`src/rtl/tt_axi_pkg.sv`:
```
// Shared constants and FSM state types for the times-table AXI4-Lite slave.
package tt_axi_pkg;

  localparam logic [1:0] RESP_OKAY   = 2'b00;
  localparam logic [1:0] RESP_SLVERR = 2'b10;

  typedef enum logic {
    R_IDLE,
    R_RESP
  } rd_state_t;

  typedef enum logic [1:0] {
    W_IDLE,
    W_GOT_AW,
    W_GOT_W,
    W_RESP
  } wr_state_t;

endpackage

```
`src/rtl/tt_lookup.sv`:
```
// Combinational 3-bit x 3-bit unsigned multiply; result fits in 6 bits (max 49).
module tt_lookup (
  input  logic [2:0] a,
  input  logic [2:0] b,
  output logic [5:0] p
);

  // Zero-extend both operands so the product is computed at full 6-bit width.
  always_comb begin
    p = {3'b000, a} * {3'b000, b};
  end

endmodule

```
`src/rtl/tt_axi_slave.sv`:
```
// AXI4-Lite read-only slave returning a*b for operands encoded in the address.
// Writes are accepted and always answered with SLVERR.
module tt_axi_slave
  import tt_axi_pkg::*;
#(
  parameter int unsigned ADDR_W = 8,
  parameter int unsigned DATA_W = 32
) (
  input  logic              clk,
  input  logic              rst,
  input  logic [ADDR_W-1:0] araddr,
  input  logic              arvalid,
  output logic              arready,
  output logic [DATA_W-1:0] rdata,
  output logic [1:0]        rresp,
  output logic              rvalid,
  input  logic              rready,
  input  logic [ADDR_W-1:0] awaddr,
  input  logic              awvalid,
  output logic              awready,
  input  logic [DATA_W-1:0] wdata,
  input  logic              wvalid,
  output logic              wready,
  output logic [1:0]        bresp,
  output logic              bvalid,
  input  logic              bready
);

  rd_state_t   rd_state;
  wr_state_t   wr_state;
  logic [5:0]  prod;
  logic        rd_err;
  logic        aw_hs;
  logic        w_hs;

  // Write address and data are never stored.
  logic        unused_wr_inputs;
  assign unused_wr_inputs = ^{awaddr, wdata};

  tt_lookup u_lookup (
    .a (araddr[7:5]),
    .b (araddr[4:2]),
    .p (prod)
  );

  // Unaligned addresses or any set bit above the table window are errors.
  always_comb begin
    rd_err = (araddr[1:0] != 2'b00) || ((araddr >> 8) != '0);
  end

  // Read channel: capture product at AR handshake, hold until R handshake.
  always_ff @(posedge clk or negedge rst) begin
    if (!rst) begin
      rd_state <= R_IDLE;
      arready  <= 1'b0;
      rvalid   <= 1'b0;
      rdata    <= '0;
      rresp    <= RESP_OKAY;
    end else begin
      case (rd_state)
        R_IDLE: begin
          if (arvalid && arready) begin
            rd_state <= R_RESP;
            arready  <= 1'b0;
            rvalid   <= 1'b1;
            rdata    <= rd_err ? '0 : {{(DATA_W-6){1'b0}}, prod};
            rresp    <= rd_err ? RESP_SLVERR : RESP_OKAY;
          end else begin
            arready  <= 1'b1;
          end
        end
        R_RESP: begin
          if (rready) begin
            rd_state <= R_IDLE;
            rvalid   <= 1'b0;
            arready  <= 1'b1;
          end
        end
        default: rd_state <= R_IDLE;
      endcase
    end
  end

  always_comb begin
    aw_hs = awvalid && awready;
    w_hs  = wvalid && wready;
  end

  // Write channel: collect AW and W in any order, then issue one SLVERR response.
  always_ff @(posedge clk or negedge rst) begin
    if (!rst) begin
      wr_state <= W_IDLE;
      awready  <= 1'b0;
      wready   <= 1'b0;
      bvalid   <= 1'b0;
      bresp    <= RESP_OKAY;
    end else begin
      case (wr_state)
        W_IDLE: begin
          if (aw_hs && w_hs) begin
            wr_state <= W_RESP;
            awready  <= 1'b0;
            wready   <= 1'b0;
            bvalid   <= 1'b1;
            bresp    <= RESP_SLVERR;
          end else if (aw_hs) begin
            wr_state <= W_GOT_AW;
            awready  <= 1'b0;
            wready   <= 1'b1;
          end else if (w_hs) begin
            wr_state <= W_GOT_W;
            awready  <= 1'b1;
            wready   <= 1'b0;
          end else begin
            awready  <= 1'b1;
            wready   <= 1'b1;
          end
        end
        W_GOT_AW: begin
          if (w_hs) begin
            wr_state <= W_RESP;
            wready   <= 1'b0;
            bvalid   <= 1'b1;
            bresp    <= RESP_SLVERR;
          end
        end
        W_GOT_W: begin
          if (aw_hs) begin
            wr_state <= W_RESP;
            awready  <= 1'b0;
            bvalid   <= 1'b1;
            bresp    <= RESP_SLVERR;
          end
        end
        W_RESP: begin
          if (bready) begin
            wr_state <= W_IDLE;
            bvalid   <= 1'b0;
            awready  <= 1'b1;
            wready   <= 1'b1;
          end
        end
        default: wr_state <= W_IDLE;
      endcase
    end
  end

endmodule

```
`config.mk`:
```
export PLATFORM = sky130hd
export DESIGN_NAME = tt_axi_slave
export DESIGN_NICKNAME = d
export VERILOG_FILES = /design/src/rtl/tt_axi_pkg.sv /design/src/rtl/tt_lookup.sv /design/src/rtl/tt_axi_slave.sv
export SDC_FILE = /design/constraint.sdc
export NUM_CORES = 1
export LEC_CHECK = 0
export BUFFER_PORTS_ARGS = -buffer_cell sky130_fd_sc_hd__buf_2
export CAP_MARGIN = 20
export CORE_MARGIN = 2
export CORE_UTILIZATION = 39
export DETAILED_ROUTE_END_ITERATION = 7
export PLACE_DENSITY = 0.78
export SYNTH_ARGS = -nofsm -noshare
export SYNTH_HDL_FRONTEND = slang
export SYNTH_SLANG_ARGS = --single-unit
```
`constraint.sdc`:
```
create_clock -name clk -period 2 [get_ports clk]
set_input_delay 0.1 -clock clk [delete_from_list [all_inputs] [get_ports clk]]
set_output_delay 0.1 -clock clk [all_outputs]
set_load 0.05 [all_outputs]
```
# ---- Word level (Yosys, flattened, before mapping)
# Index checks and enable logic that the tools add are counted.
# W data, S select, Z words.
dict set report op_classes {
  mul 1
  n_eq_ne 10
  n_mux 36
  bitwise 1
  reduce_logical 16
}
# op count
set ops {}
lappend ops {{$mux W1} 18}
lappend ops {{$mux W2} 9}
lappend ops {{$ne A2 B2 Y1 const B} 6}
lappend ops {{$reduce_and A4 Y1} 3}
lappend ops {{$reduce_bool A3 Y1} 3}
lappend ops {{$pmux W2 S4} 1}
lappend ops {{$mul A3 B3 Y6} 1}
lappend ops {{$mux W6} 1}
lappend ops {{$pmux W1 S2} 3}
lappend ops {{$pmux W1 S3} 2}
lappend ops {{$pmux W2 S3} 1}
lappend ops {{$reduce_and A3 Y1} 2}
lappend ops {{$eq A2 B2 Y1 const B} 2}
lappend ops {{$logic_and A1 B1 Y1} 4}
lappend ops {{$ne A4 B4 Y1 const B} 1}
lappend ops {{$pmux W1 S4} 1}
lappend ops {{$reduce_and A2 Y1} 2}
lappend ops {{$eq A2 B1 Y1 const B} 1}
lappend ops {{$logic_not A2 Y1} 1}
lappend ops {{$reduce_bool A2 Y1} 1}
lappend ops {{$not A1 Y1} 1}
dict set report totals {
  regBits 44
  input_bits 55
  output_inout_bits 41
  wordCells 74
}

# ---- Longest topological paths before layout
# Gate-level depths: netlist (run 1).
dict set report depth {
  ltp_word 5
  depth_mapped 8
  mapped_depth_nobuf 8
}

# ---- Modules after synthesis
# A second synthesis (run 1) with hierarchy kept.
dict set report hier_totals {
  cells_unflattened 132
  area_unflattened_um2 1196.1
}
# module n_inst cells_per_inst area_per_inst_um2 seq_area_each_um2
set modules_own_cells {}
lappend modules_own_cells {tt_axi_slave 1 108 999.7 400.4}
lappend modules_own_cells {tt_lookup 1 24 196.4 0.0}

# ---- Worst setup path before layout (run 1)
# No wires, ideal clock.
dict set report synth_timing {
  path_kind {input port to flip-flop}
  startpoint {input araddr[5]}
  endpoint {register rdata[4]}
  setup_ns 0.084
  arrival_time_ns 1.623
  required_ns 1.916
  setup_slack_ns 0.293
  cell_stages 8
  path_buffers 0
  cell_sequence {nand2_1 fa_1 inv_1 ha_1 fa_1 xor2_1 nand2_1 o21ai_0}
}
dict set report synth_between {
  elab_chain_len 2
}
# element line
set synth_rtl {}
lappend synth_rtl {{from (decl)} tt_axi_slave.sv:11} ;# input logic [ADDR_W-1:0] araddr,
lappend synth_rtl {{$mul A3 B3 Y6} tt_lookup.sv:10} ;# p = {3'b000, a} * {3'b000, b};
lappend synth_rtl {{$mux W6} tt_axi_slave.sv:66} ;# rdata <= rd_err ? '0 : {{(DATA_W-6){1'b0}}, prod};
lappend synth_rtl {{to (signal assigned)} tt_axi_slave.sv:66}
lappend synth_rtl {{to (decl)} tt_axi_slave.sv:14} ;# output logic [DATA_W-1:0] rdata,
# Every way passes these cells.
# A chain may end at the register's enable or synchronous reset.

# ---- Worst setup path after layout (run 1)
dict set report layout_timing {
  startpoint {register wr_state[1]}
  endpoint {register wr_state[1]}
}
dict set report layout_between {
  elab_chain_len 3
  elab_cells_between_ends 10
  cone_classes {eq/ne (7); mux (1); reduce/logical (2)}
}
# element line
set layout_rtl {}
lappend layout_rtl {{from (decl)} tt_axi_slave.sv:30} ;# wr_state_t wr_state;
lappend layout_rtl {{from (signal assigned)} tt_axi_slave.sv:92} ;# wr_state <= W_IDLE;
lappend layout_rtl {{from (signal assigned)} tt_axi_slave.sv:101} ;# wr_state <= W_RESP;
lappend layout_rtl {{from (signal assigned)} tt_axi_slave.sv:107} ;# wr_state <= W_GOT_AW;
lappend layout_rtl {{$eq A2 B1 Y1, or another cell as far along} tt_axi_slave.sv:98} ;# case (wr_state)
lappend layout_rtl {{$ne A2 B2 Y1 (no line) / $ne A4 B4 Y1 (equally long branches)} --}
lappend layout_rtl {{$reduce_and A4 Y1 (no line)} --}
# Several ways; a longest one is shown, not always the timed one.

==> summary.md, run 1 <==
| Metric | Value |
|---|---|
| Period utilization | 0.913 |
| Layout area overhead | 10.6% |
| Row count | 20 |
| Startpoint Class | register |
| CTS tree | yes |
| Final Hold Fails | 0 |
| # IOs | 96 |
| Total grt overflow | 0 |
| Synthesized cell area | 1190 um^2 |
| Number of port buffers | 27 |
| RSZ-0062 raised after global routing | no |
| Die X | 59.2 um |
| Setup TNS | 0 ns |
| Critical path class | reg2reg |
| Post-synth top area cell | dfrtp_1 |
| Max-cap violations | 0 |
| Worst Skew | 0.00689 ns |
| Most frequent cells in the layout | conb_1 (28), buf_2 (27), nand2_1 (20) |
| Number of post-CTS setup repair buffers | 0 |
| Cell at the slowest stage of the critical path | dfrtp_1 |
| Main synth FF type | dfrtp_1 |
| Core box area | 2980 um^2 |
| Vias in the first global route | 750 |
| Average size of a mapped cell | 9.35 um^2 |
| Share of the synthesized area in the top cell type | 0.337 |
| Leak | 0.713 nW |
| Wire per inst | 10.0 um |
| Synth async-reset ratio | 1.00 |
| Family with the most delay on the worst path | compound AO/OA/AOI/OAI gates |
| Critical path buffer and inverter count | 1 |
| Critical path data arrival time | 2.00 ns |
| Drt first pass iters | 4 |
| PD cells | 1390 nW/um^2 |
| Count of pins over their slew limit | 0 |
| Antenna Cells | 0 |
| Post-route minimum period | 1.83 ns |
| Die Y | 59.2 um |
| Status | finished clean |
| Die ar. | 3500 um^2 |
| Fmax | 548 MHz |
| Via density | 4.42 |
| Final setup violation count | 0 |
| Max rail drop VDD | 0.513 mV |
| Type of the most critical hold path | in2reg |
| Seq/Total Area, Yosys | 0.337 |
| Max incr delay on CP | 0.46 ns |
| CTS buffer count | 3 |
| Cells after synthesis | 127 |
| Clock sinks | 16 |
| Critical path, cell by cell | inv_1, ha_1, a2bb2oi_1, a221oi_2, mux2_4 |
| Root Buffer | clkbuf_4 |
| HPWL after DPL | 1.57 mm |
| Clk buf depth | 2 |
| Initial DRC Count | 7 |
| Worst Path Required | 2.18 ns |
| Gp weighted congestion | 0.844 |
| Critical path peak fanout | 6 |
| Warnings from Yosys | 0 |
| PostCTS Resize Cnt | 0 |
| Total length of routed wires | 1.92 mm |
| Worst hold slack | 0.0156 ns |
| H-tree depth | 1 |
| Netlist cell types | 33 |
| Clk slew on worst S/H paths | 0.10 ns |
| Post-synth EDFFs | 0 |
| Post-route ant nets | 0 |
| Seq cells post-synth | 16 |
| First-pass GRT wire length | 3.17 mm |
| Layout cells sized above 1 | 0.226 |
| CP Capture Type | register |
| Largest net degree at the start of global routing | 17 |
| Place WS | 0.0692 ns |
| DR DRC count | 0 |
| Clk_lat worst skew | 0.28 ns |
| Antenna violations before repair | 0 |
| Final worst setup slack | 0.174 ns |
| Largest cells by area after synthesis | dfrtp_1 (34%), buf_4 (18%), ha_1 (11%) |
| Commonest non-fill, non-tap cell in the layout | conb_1 |
| All-Layer GR Usage | 0.118 |
| Via count | 849 |
| Initial core utilization | 0.399 |
| Fin nets | 227 |
## registers in the layout, summed over array words and instances (netlist names)
| register | cells |
|---|---|
| bresp | 1 |
| rdata | 6 |
| bvalid | 1 |
| arready | 1 |
| rd_state | 1 |
| rresp | 1 |
| wready | 1 |
| awready | 1 |
| wr_state | 2 |
| rvalid | 1 |
## cells in the mapped netlist (all sizes together) (6+ instances only)
cell and count:
ha 10, buf 29, inv 6, nand2 20, and2 6, o21ai 8, dfrtp 16
## where the power goes
part	switching [mW]	internal, mW	leakage [nW]
registers	0.0994	0.435	0.192
logic	0.712	0.362	0.500
clock network	0.102	0.111	0.0210
total	0.913	0.907	0.713
## timing repair
item | CTS | global route
setup endpoints to repair | 0 | 0
hold endpoints to repair | 16 | 1
hold buffers | 1 | 1
## metrics by stage
stage | std cells | area [um^2] | utilization | power [mW]
floorplan | 154 | 1290 | - | 1.44
detailed placement | 186 | 1260 | 0.422 | 1.62
global route | 192 | 1310 | 0.441 | 1.96
finish | 192 | 1310 | 0.441 | 1.82
CTS | 191 | 1300 | 0.438 | 1.84
global placement | 186 | 1260 | 0.422 | 1.59
## per-layer routing
layer / routed length, um / global-route usage / vias up
met5: 0 / 0 / -
met4: 0 / 0.0292 / 0
met3: 104 / 0.0262 / 0
met2: 874 / 0.183 / 26
met1: 945 / 0.167 / 389
li1: - / - / 434
## logic make-up after synthesis
logic type                 after synthesis  share of synthesized area
adders and majority gates               12                      0.139
and+or+nand+nor                         38                      0.156
muxes                                    4                     0.0390
AOI/OAI and AO/OA                       20                      0.118
DFF                                     16                      0.337
other                                    1                    0.00316
buffers and inverters                   35                      0.200
xor gates and xnor gates                 1                    0.00738
## area by class of cell
class                      count  area [um^2]
timing repair buffer          30          163
clock buffer                   4         36.3
fill                         297         1660
multi-input combinational    103          651
inverter                       6         22.5
tap                           33         41.3
sequential                    16          400
## worst paths after layout
check	cells after the start	from	slack, ns	endpoint
worst min-delay path	2	araddr[0]	0.02	rdata[5]
worst max register to register	5	wr_state[1]	0.17	wr_state[1]
worst max-delay path	5	wr_state[1]	0.17	wr_state[1]
min in group asynchronous	2	rst	0.25	awready
max in group asynchronous	2	rst	1.48	bresp[1]
worst min register to register	1	bresp[1]	0.47	bresp[1]
Note: power is estimated with default switching activity, not from simulation.
==> run 2, diff against run 1 <==
--- a/config.mk
+++ b/config.mk
@@ -5,6 +5,7 @@
 export SDC_FILE = /design/constraint.sdc
 export NUM_CORES = 1
 export LEC_CHECK = 0
+export ABC_AREA = 1
 export BUFFER_PORTS_ARGS = -buffer_cell sky130_fd_sc_hd__buf_2
 export CAP_MARGIN = 20
 export CORE_MARGIN = 2
==> run 2 against run 1 <==
  * Core utilization fell by 0.33 points
  * Sequential power is essentially flat
  * Maximum frequency grew 20%
  * Setup slack improved by 0.30 ns
  * Sequential cell count is the same
  * Final area hardly changed
  * Critical path depth up 4
  * Die area rose by 1.4%
==> summary.md, run 2 <==
| Metric | Value |
|---|---|
| Cells after DPL | 213 (was 186) |
| Hold Path Sink | rdata[0] (was rdata[5]) |
| Overall power | 1.81 mW (was 1.82 mW) |
| Post-synth EDFFs | 0 (unchanged) |
| Root Buffer | clkbuf_4 (unchanged) |
| Warnings from Yosys | 0 (unchanged) |
| List of most frequent post-synthesis cells | nand2_1 (55), buf_4 (28), dfrtp_1 (16), inv_1 (16), ha_1 (10) (was buf_4 (28), nand2_1 (20), dfrtp_1 (16)) |
| Mux share of post-synthesis cell area | 0 (was 0.0390) |
| Critical path buffer and inverter count | 2 (was 1) |
| Most used routing layer | met2 (unchanged) |
| Critical path, cell by cell | buf_2, nand2_1, fa_1, inv_1, ha_1, fa_1, xor2_1, nand2_1, nand2_1 (was inv_1, ha_1, a2bb2oi_1, a221oi_2, mux2_4) |
| CTS tree | yes (unchanged) |
| Seq/Total Area, Yosys | 0.332 (was 0.337) |
| Count of pins over their slew limit | 0 (unchanged) |
| Max rail drop VDD | 0.443 mV (was 0.513 mV) |
| Clk slew on worst S/H paths | 0.08 ns (was 0.10 ns) |
| Share of the synthesized area in the top cell type | 0.332 (was 0.337) |
| Final Hold Fails | 0 (unchanged) |
| First-pass GRT wire length | 3.03 mm (was 3.17 mm) |
| Largest family of logic cells by synthesized area | simple AND/OR/NAND/NOR gates (was buffers and inverters) |
| Post-synthesis xor/xnor area fraction | 0.00727 (was 0.00738) |
| Setup TNS | 0 ns (unchanged) |
| Worst Path Required | 2.17 ns (was 2.18 ns) |
| Post-route minimum period | 1.52 ns (was 1.83 ns) |
| Worst Skew | 0.00169 ns (was 0.00689 ns) |
| Hold Path Origin | araddr[5] (was araddr[0]) |
| Cells after synthesis | 154 (was 127) |
| Largest registers | rdata: 6 flops, wr_state: 2 flops (unchanged) |
| Leak | 0.840 nW (was 0.713 nW) |
| Hold Crit Depth | 3 (was 2) |
| Period utilization | 0.762 (was 0.913) |
| Netlist cell types | 18 (was 33) |
| Average size of a mapped cell | 7.82 um^2 (was 9.35 um^2) |
| Row count | 20 (unchanged) |
| Antenna Cells | 0 (unchanged) |
| Drt first pass iters | 4 (unchanged) |
| Vias in the first global route | 748 (was 750) |
| Die Y | 59.6 um (was 59.2 um) |
| Reg-to-reg endpoint | bvalid (was wr_state[1]) |
| Critical path peak fanout | 3 (was 6) |
| Crit path top cell by count | nand2_1 |
| GR Util met3 | 0.0240 (was 0.0262) |
| Via density | 4.24 (was 4.42) |
| Fin nets | 254 (was 227) |
| Max-cap violations | 0 (unchanged) |
| Post-synthesis compound-gate area fraction | 0.0374 (was 0.118) |
| Max FFs per register | 6 (unchanged) |
| DR DRC count | 0 (unchanged) |
| CP Capture Type | register (unchanged) |
| Post-Layout Cell Count | 218 (was 192) |
| Initial DRC Count | 22 (was 7) |
| Antenna violations before repair | 0 (unchanged) |
| Die ar. | 3550 um^2 (was 3500 um^2) |
| Synth async-reset ratio | 1.00 (unchanged) |
| H-tree depth | 1 (unchanged) |
| CTS buffer count | 3 (unchanged) |
| Type of the most critical hold path | in2reg (unchanged) |
| Commonest non-fill, non-tap cell in the layout | nand2_1 (was conb_1) |
| All-Layer GR Usage | 0.115 (was 0.118) |
| PostCTS Resize Cnt | 0 (unchanged) |
| Largest net degree at the start of global routing | 17 (unchanged) |
| Post-synthesis adder-cell area fraction | 0.137 (was 0.139) |
| Gp weighted congestion | 0.787 (was 0.844) |
| # IOs | 96 (unchanged) |
| RSZ-0062 raised after global routing | no (unchanged) |
| FF-to-FF setup slack | 0.57 ns (was 0.17 ns) |
| Max incr delay on CP | 0.53 ns (was 0.46 ns) |
| Final setup violation count | 0 (unchanged) |
| Fmax | 656 MHz (was 548 MHz) |
| Via count | 925 (was 849) |
| R2R depth | 6 (was 5) |
| Critical path class | in2reg (was reg2reg) |
| Post-CTS Hold Buffers | 2 (was 1) |
| Main synth FF type | dfrtp_1 (unchanged) |
| Met2 Track Usage GR | 0.192 (was 0.183) |
| Post-synth top area cell | dfrtp_1 (unchanged) |
| Core box area | 3000 um^2 (was 2980 um^2) |
| Startpoint Class | primary input (was register) |
| Die X | 59.6 um (was 59.2 um) |
| Largest Register | rdata (unchanged) |
| Wire per inst | 8.82 um (was 10.0 um) |
| Largest cells by area after synthesis | dfrtp_1 (33%), buf_4 (17%), nand2_1 (17%) (was dfrtp_1 (34%), buf_4 (18%), ha_1 (11%)) |
| Critical path data arrival time | 1.70 ns (was 2.00 ns) |
| Family with the most delay on the worst path | adder cells (was compound AO/OA/AOI/OAI gates) |
| Clk buf depth | 2 (unchanged) |
| Cell at the slowest stage of the critical path | fa_1 (was dfrtp_1) |
| Clk_lat worst skew | 0.27 ns (was 0.28 ns) |
| Routing usage on met1 | 0.135 (was 0.167) |
| Number of port buffers | 27 (unchanged) |
| Total grt overflow | 0 (unchanged) |
| Reg2reg start | wr_state[0] (was wr_state[1]) |
| Seq cells post-synth | 16 (unchanged) |
| Status | finished clean (unchanged) |
| Initial core utilization | 0.401 (was 0.399) |
| HPWL after DPL | 1.57 mm (about the same) |
| Clock sinks | 16 (unchanged) |
| PD cells | 1380 nW/um^2 (was 1390 nW/um^2) |
| Layout cells sized above 1 | 0.189 (was 0.226) |
| Total length of routed wires | 1.92 mm (about the same) |
| Layout area overhead | 9.14% (was 10.6%) |
| Number of post-CTS setup repair buffers | 0 (unchanged) |
| Most frequent cells in the layout | nand2_1 (55), conb_1 (28), buf_2 (27) (was conb_1 (28), buf_2 (27), nand2_1 (20)) |
| Synthesized cell area | 1200 um^2 (was 1190 um^2) |
| Post-route ant nets | 0 (unchanged) |
| Cell with the most instances after synthesis | nand2_1 (was buf_4) |
| Simple-Gate Fraction of Synth Area | 0.255 (was 0.156) |
==> run 2: how the worst max path moves through the flow <==
stage                     cells past startpoint        start       end
after global routing                          6  wr_state[0]    bvalid
final                                         9    araddr[5]  rdata[4]
after global placement                        9    araddr[5]  rdata[4]
after CTS                                     9    araddr[5]  rdata[4]
after detailed placement                      9    araddr[5]  rdata[4]
after floorplan                               8    araddr[5]  rdata[4]
==> run 2: logic make-up after synthesis <==
family | Yosys count
simple gates | 70
buf+inv | 45
flops | 16
fa+ha+maj | 12
compound gates | 9
xor+xnor | 1
other cells | 1
==> run 2: final cells by class <==
class | instances | area (um^2)
clock buffer | 3 | 22.5
inverter | 17 | 63.8
multi-input combinational | 120 | 632
tap | 33 | 41.3
timing repair buffer | 29 | 155
fill | 319 | 1690
sequential | 16 | 400
==> run 2: worst register-to-register path, stage by stage, from the launching register on <==
cell	delay, ns
dfrtp_1	0.43
inv_1	0.13
ha_1	0.25
o21ai_0	0.22
nand2_1	0.08
o21ai_0	0.15
nand2_1	0.06
==> run 2: stage by stage <==
step	worst slack [ns]	instance area [um^2]	utilization	hold slack (ns)
after global placement	0.170	1270	0.424	0.0300
after CTS	0.468	1320	0.438	0.0675
final	0.476	1320	0.438	0.0713
after floorplan	0.332	1310	-	-0.196
after detailed placement	0.170	1270	0.424	0.0285
after global routing	0.363	1320	0.438	0.0586
==> run 2: per-layer routing <==
metal / up-vias / part of all wire
li1: 483 / -
met1: 408 / 0.46
met2: 30 / 0.47
met3: 4 / 0.055
met4: 0 / 0.019
met5: - / 0
==> run 2: where the power goes <==
part / total (mW) / leakage, nW / internal [mW] / switching (mW)
clock network: 0.159 / 0.0138 / 0.0697 / 0.0889
logic: 1.12 / 0.631 / 0.286 / 0.830
registers: 0.536 / 0.195 / 0.447 / 0.0894
==> run 3, diff against run 2 <==
==> constraint.sdc (replaced) <==
create_clock -name clk -period 1.5 [get_ports clk]
set_input_delay 0.075 -clock clk [delete_from_list [all_inputs] [get_ports clk]]
set_output_delay 0.075 -clock clk [all_outputs]
set_load 0.05 [all_outputs]
==> run 3 against run 2 <==
  * Clock skew increased by 0.0079 ns
  * Sequential cell count unchanged
  * Combinational power increased by 36%
  * First-iteration DRC count increased by 4.5%
  * Via count increased by 1.4%
  * Core utilization increased by 3.0 points
  * Register-to-register slack got worse by 0.43 ns
  * Worst hold slack improved by 0.019 ns
  * Clock-buffer cell count increased by 1
  * Final area increased by 6.8%
  * Highest routed layer unchanged
  * Critical path depth unchanged
  * Clock power increased by 77%
==> summary.md, run 3 (same netlist as run 2, synthesis figures left out) <==
| Metric | Value |
|---|---|
| Status | finished clean (unchanged) |
| Clk_lat worst skew | 0.28 ns (was 0.27 ns) |
| First-pass GRT wire length | 3.36 mm (was 3.03 mm) |
| Post-route minimum period | 1.42 ns |
| Initial DRC Count | 23 (was 22) |
| PD cells | 1790 nW/um^2 (was 1380 nW/um^2) |
| Startpoint Class | primary input (unchanged) |
| All-Layer GR Usage | 0.123 (was 0.115) |
| Setup TNS | 0 ns (unchanged) |
| Post-route ant nets | 0 (unchanged) |
| Row count | 20 (unchanged) |
| Post-Layout Cell Count | 225 (was 218) |
| Via count | 938 (was 925) |
| Type of the most critical hold path | in2reg (unchanged) |
| Core box area | 3000 um^2 (unchanged) |
| FF-to-FF setup slack | 0.14 ns (was 0.57 ns) |
| Layout area overhead | 16.5% (was 9.14%) |
| Hold Path Sink | rdata[0] (unchanged) |
| Die Y | 59.6 um (unchanged) |
| Place WS | -0.252 ns (was 0.170 ns) |
| Leak | 0.877 nW (was 0.840 nW) |
| DP Area | 1340 um^2 (was 1270 um^2) |
| Total length of routed wires | 2.01 mm (was 1.92 mm) |
| Antenna violations before repair | 0 (unchanged) |
| Overall power | 2.52 mW (was 1.81 mW) |
| Hold Crit Depth | 4 (was 3) |
| Die ar. | 3550 um^2 (unchanged) |
| RSZ-0062 raised after global routing | no (unchanged) |
| DR DRC count | 0 (unchanged) |
| WL met3 | 86 um (was 106 um) |
| Wire per inst | 8.95 um (was 8.82 um) |
| Max-cap violations | 0 (unchanged) |
| Number of port buffers | 27 (unchanged) |
| Largest registers | rdata: 6 flops, wr_state: 2 flops (unchanged) |
| Via density | 4.17 (was 4.24) |
| Top layer in use | met4 (unchanged) |
| HPWL after DPL | 1.65 mm (was 1.57 mm) |
| Fmax | 706 MHz |
| Fin nets | 260 (was 254) |
| Final setup violation count | 0 (unchanged) |
| Root Buffer | clkbuf_4 (unchanged) |
| CP Capture Type | register (unchanged) |
| Number of post-CTS setup repair buffers | 0 (unchanged) |
| Cells after DPL | 219 (was 213) |
| Max FFs per register | 6 (unchanged) |
| Worst hold slack | 0.0902 ns (was 0.0713 ns) |
| Max rail drop VDD | 0.487 mV (was 0.443 mV) |
| Commonest non-fill, non-tap cell in the layout | nand2_1 (unchanged) |
| # IOs | 96 (unchanged) |
| Reg-to-reg endpoint | wr_state[1] (was bvalid) |
| Vias in the first global route | 794 (was 748) |
| Largest Register | rdata (unchanged) |
| Layout Utilization | 0.468 (was 0.438) |
| R2R depth | 8 (was 6) |
| Cell area after layout | 1400 um^2 (was 1320 um^2) |
| Drt first pass iters | 3 (was 4) |
| Reg2reg start | wr_state[0] (unchanged) |
| Gp weighted congestion | 0.856 (was 0.787) |
| Count of pins over their slew limit | 0 (unchanged) |
| Clk slew on worst S/H paths | 0.09 ns (was 0.08 ns) |
| Worst Path Required | 1.67 ns (was 2.17 ns) |
| Clock sinks | 16 (unchanged) |
| Final Hold Fails | 0 (unchanged) |
| Routed met2 length | 1.02 mm (was 903 um) |
| H-tree depth | 1 (unchanged) |
| DRT met1 WL | 879 um (was 875 um) |
| Antenna Cells | 0 (unchanged) |
| Hold Path Origin | araddr[1] (was araddr[5]) |
| Layout cells sized above 1 | 0.240 (was 0.189) |
| Initial core utilization | 0.401 (unchanged) |
| CTS buffer count | 3 (unchanged) |
| Critical path data arrival time | 1.59 ns (was 1.70 ns) |
| Clk buf depth | 2 (unchanged) |
| Most frequent cells in the layout | nand2_1 (54), conb_1 (28), buf_2 (25) (was nand2_1 (55), conb_1 (28), buf_2 (27)) |
| Total grt overflow | 0 (unchanged) |
| Period utilization | 0.945 |
| Critical path class | in2reg (unchanged) |
| Die X | 59.6 um (unchanged) |
| Largest net degree at the start of global routing | 17 (unchanged) |
| Critical path peak fanout | 2 (was 3) |
| CTS tree | yes (unchanged) |
| Final worst setup slack | 0.0827 ns (was 0.476 ns) |
| Worst Skew | 0.00957 ns (was 0.00169 ns) |
run 3: worst max path at each step:
| stage | start | end | slack (ns) | cells past startpoint |
|---|---|---|---|---|
| 6_report | araddr[2] | rdata[4] | 0.08 | 9 |
| 2_1_floorplan | araddr[2] | rdata[4] | -0.04 | 8 |
| 5_1_grt | araddr[2] | rdata[4] | 0.002 | 9 |
| 3_5_place_dp | araddr[2] | rdata[4] | -0.25 | 9 |
| 4_1_cts | araddr[2] | rdata[4] | 0.05 | 9 |
| 3_3_place_gp | araddr[2] | rdata[4] | -0.23 | 9 |
run 3: layout make-up:
cell class	instances	area [um^2]
clock buffer	4	36.3
multi-input combinational	120	657
timing repair buffer	35	205
fill	318	1600
inverter	17	63.8
sequential	16	400
tap	33	41.3
run 3: repair_timing:
action | CTS | global route
hold buffers | 2 | 0
endpoints found under the setup margin | 0 | 3
hold endpoints to repair | 17 | 0
gates resized for setup | 0 | 6
run 3: critical path, stage by stage:
cell     delay, ns
buf_4         0.12
nand2_8       0.05
fa_1          0.52
inv_1         0.04
ha_2          0.18
fa_2          0.35
xor2_1        0.14
nand2_1       0.06
nand2_1       0.04
run 3: power breakdown:
| group | switching (mW) | internal [mW] | total [mW] |
|---|---|---|---|
| Sequential | 0.121 | 0.595 | 0.716 |
| Clock | 0.134 | 0.147 | 0.281 |
| Combinational | 1.12 | 0.402 | 1.52 |
| Total | 1.37 | 1.15 | 2.52 |
run 3: per-layer routing:
metal,up-vias,track usage
met4,0,0.0286
met5,-,0
met3,2,0.0131
li1,494,-
met2,28,0.218
met1,414,0.160
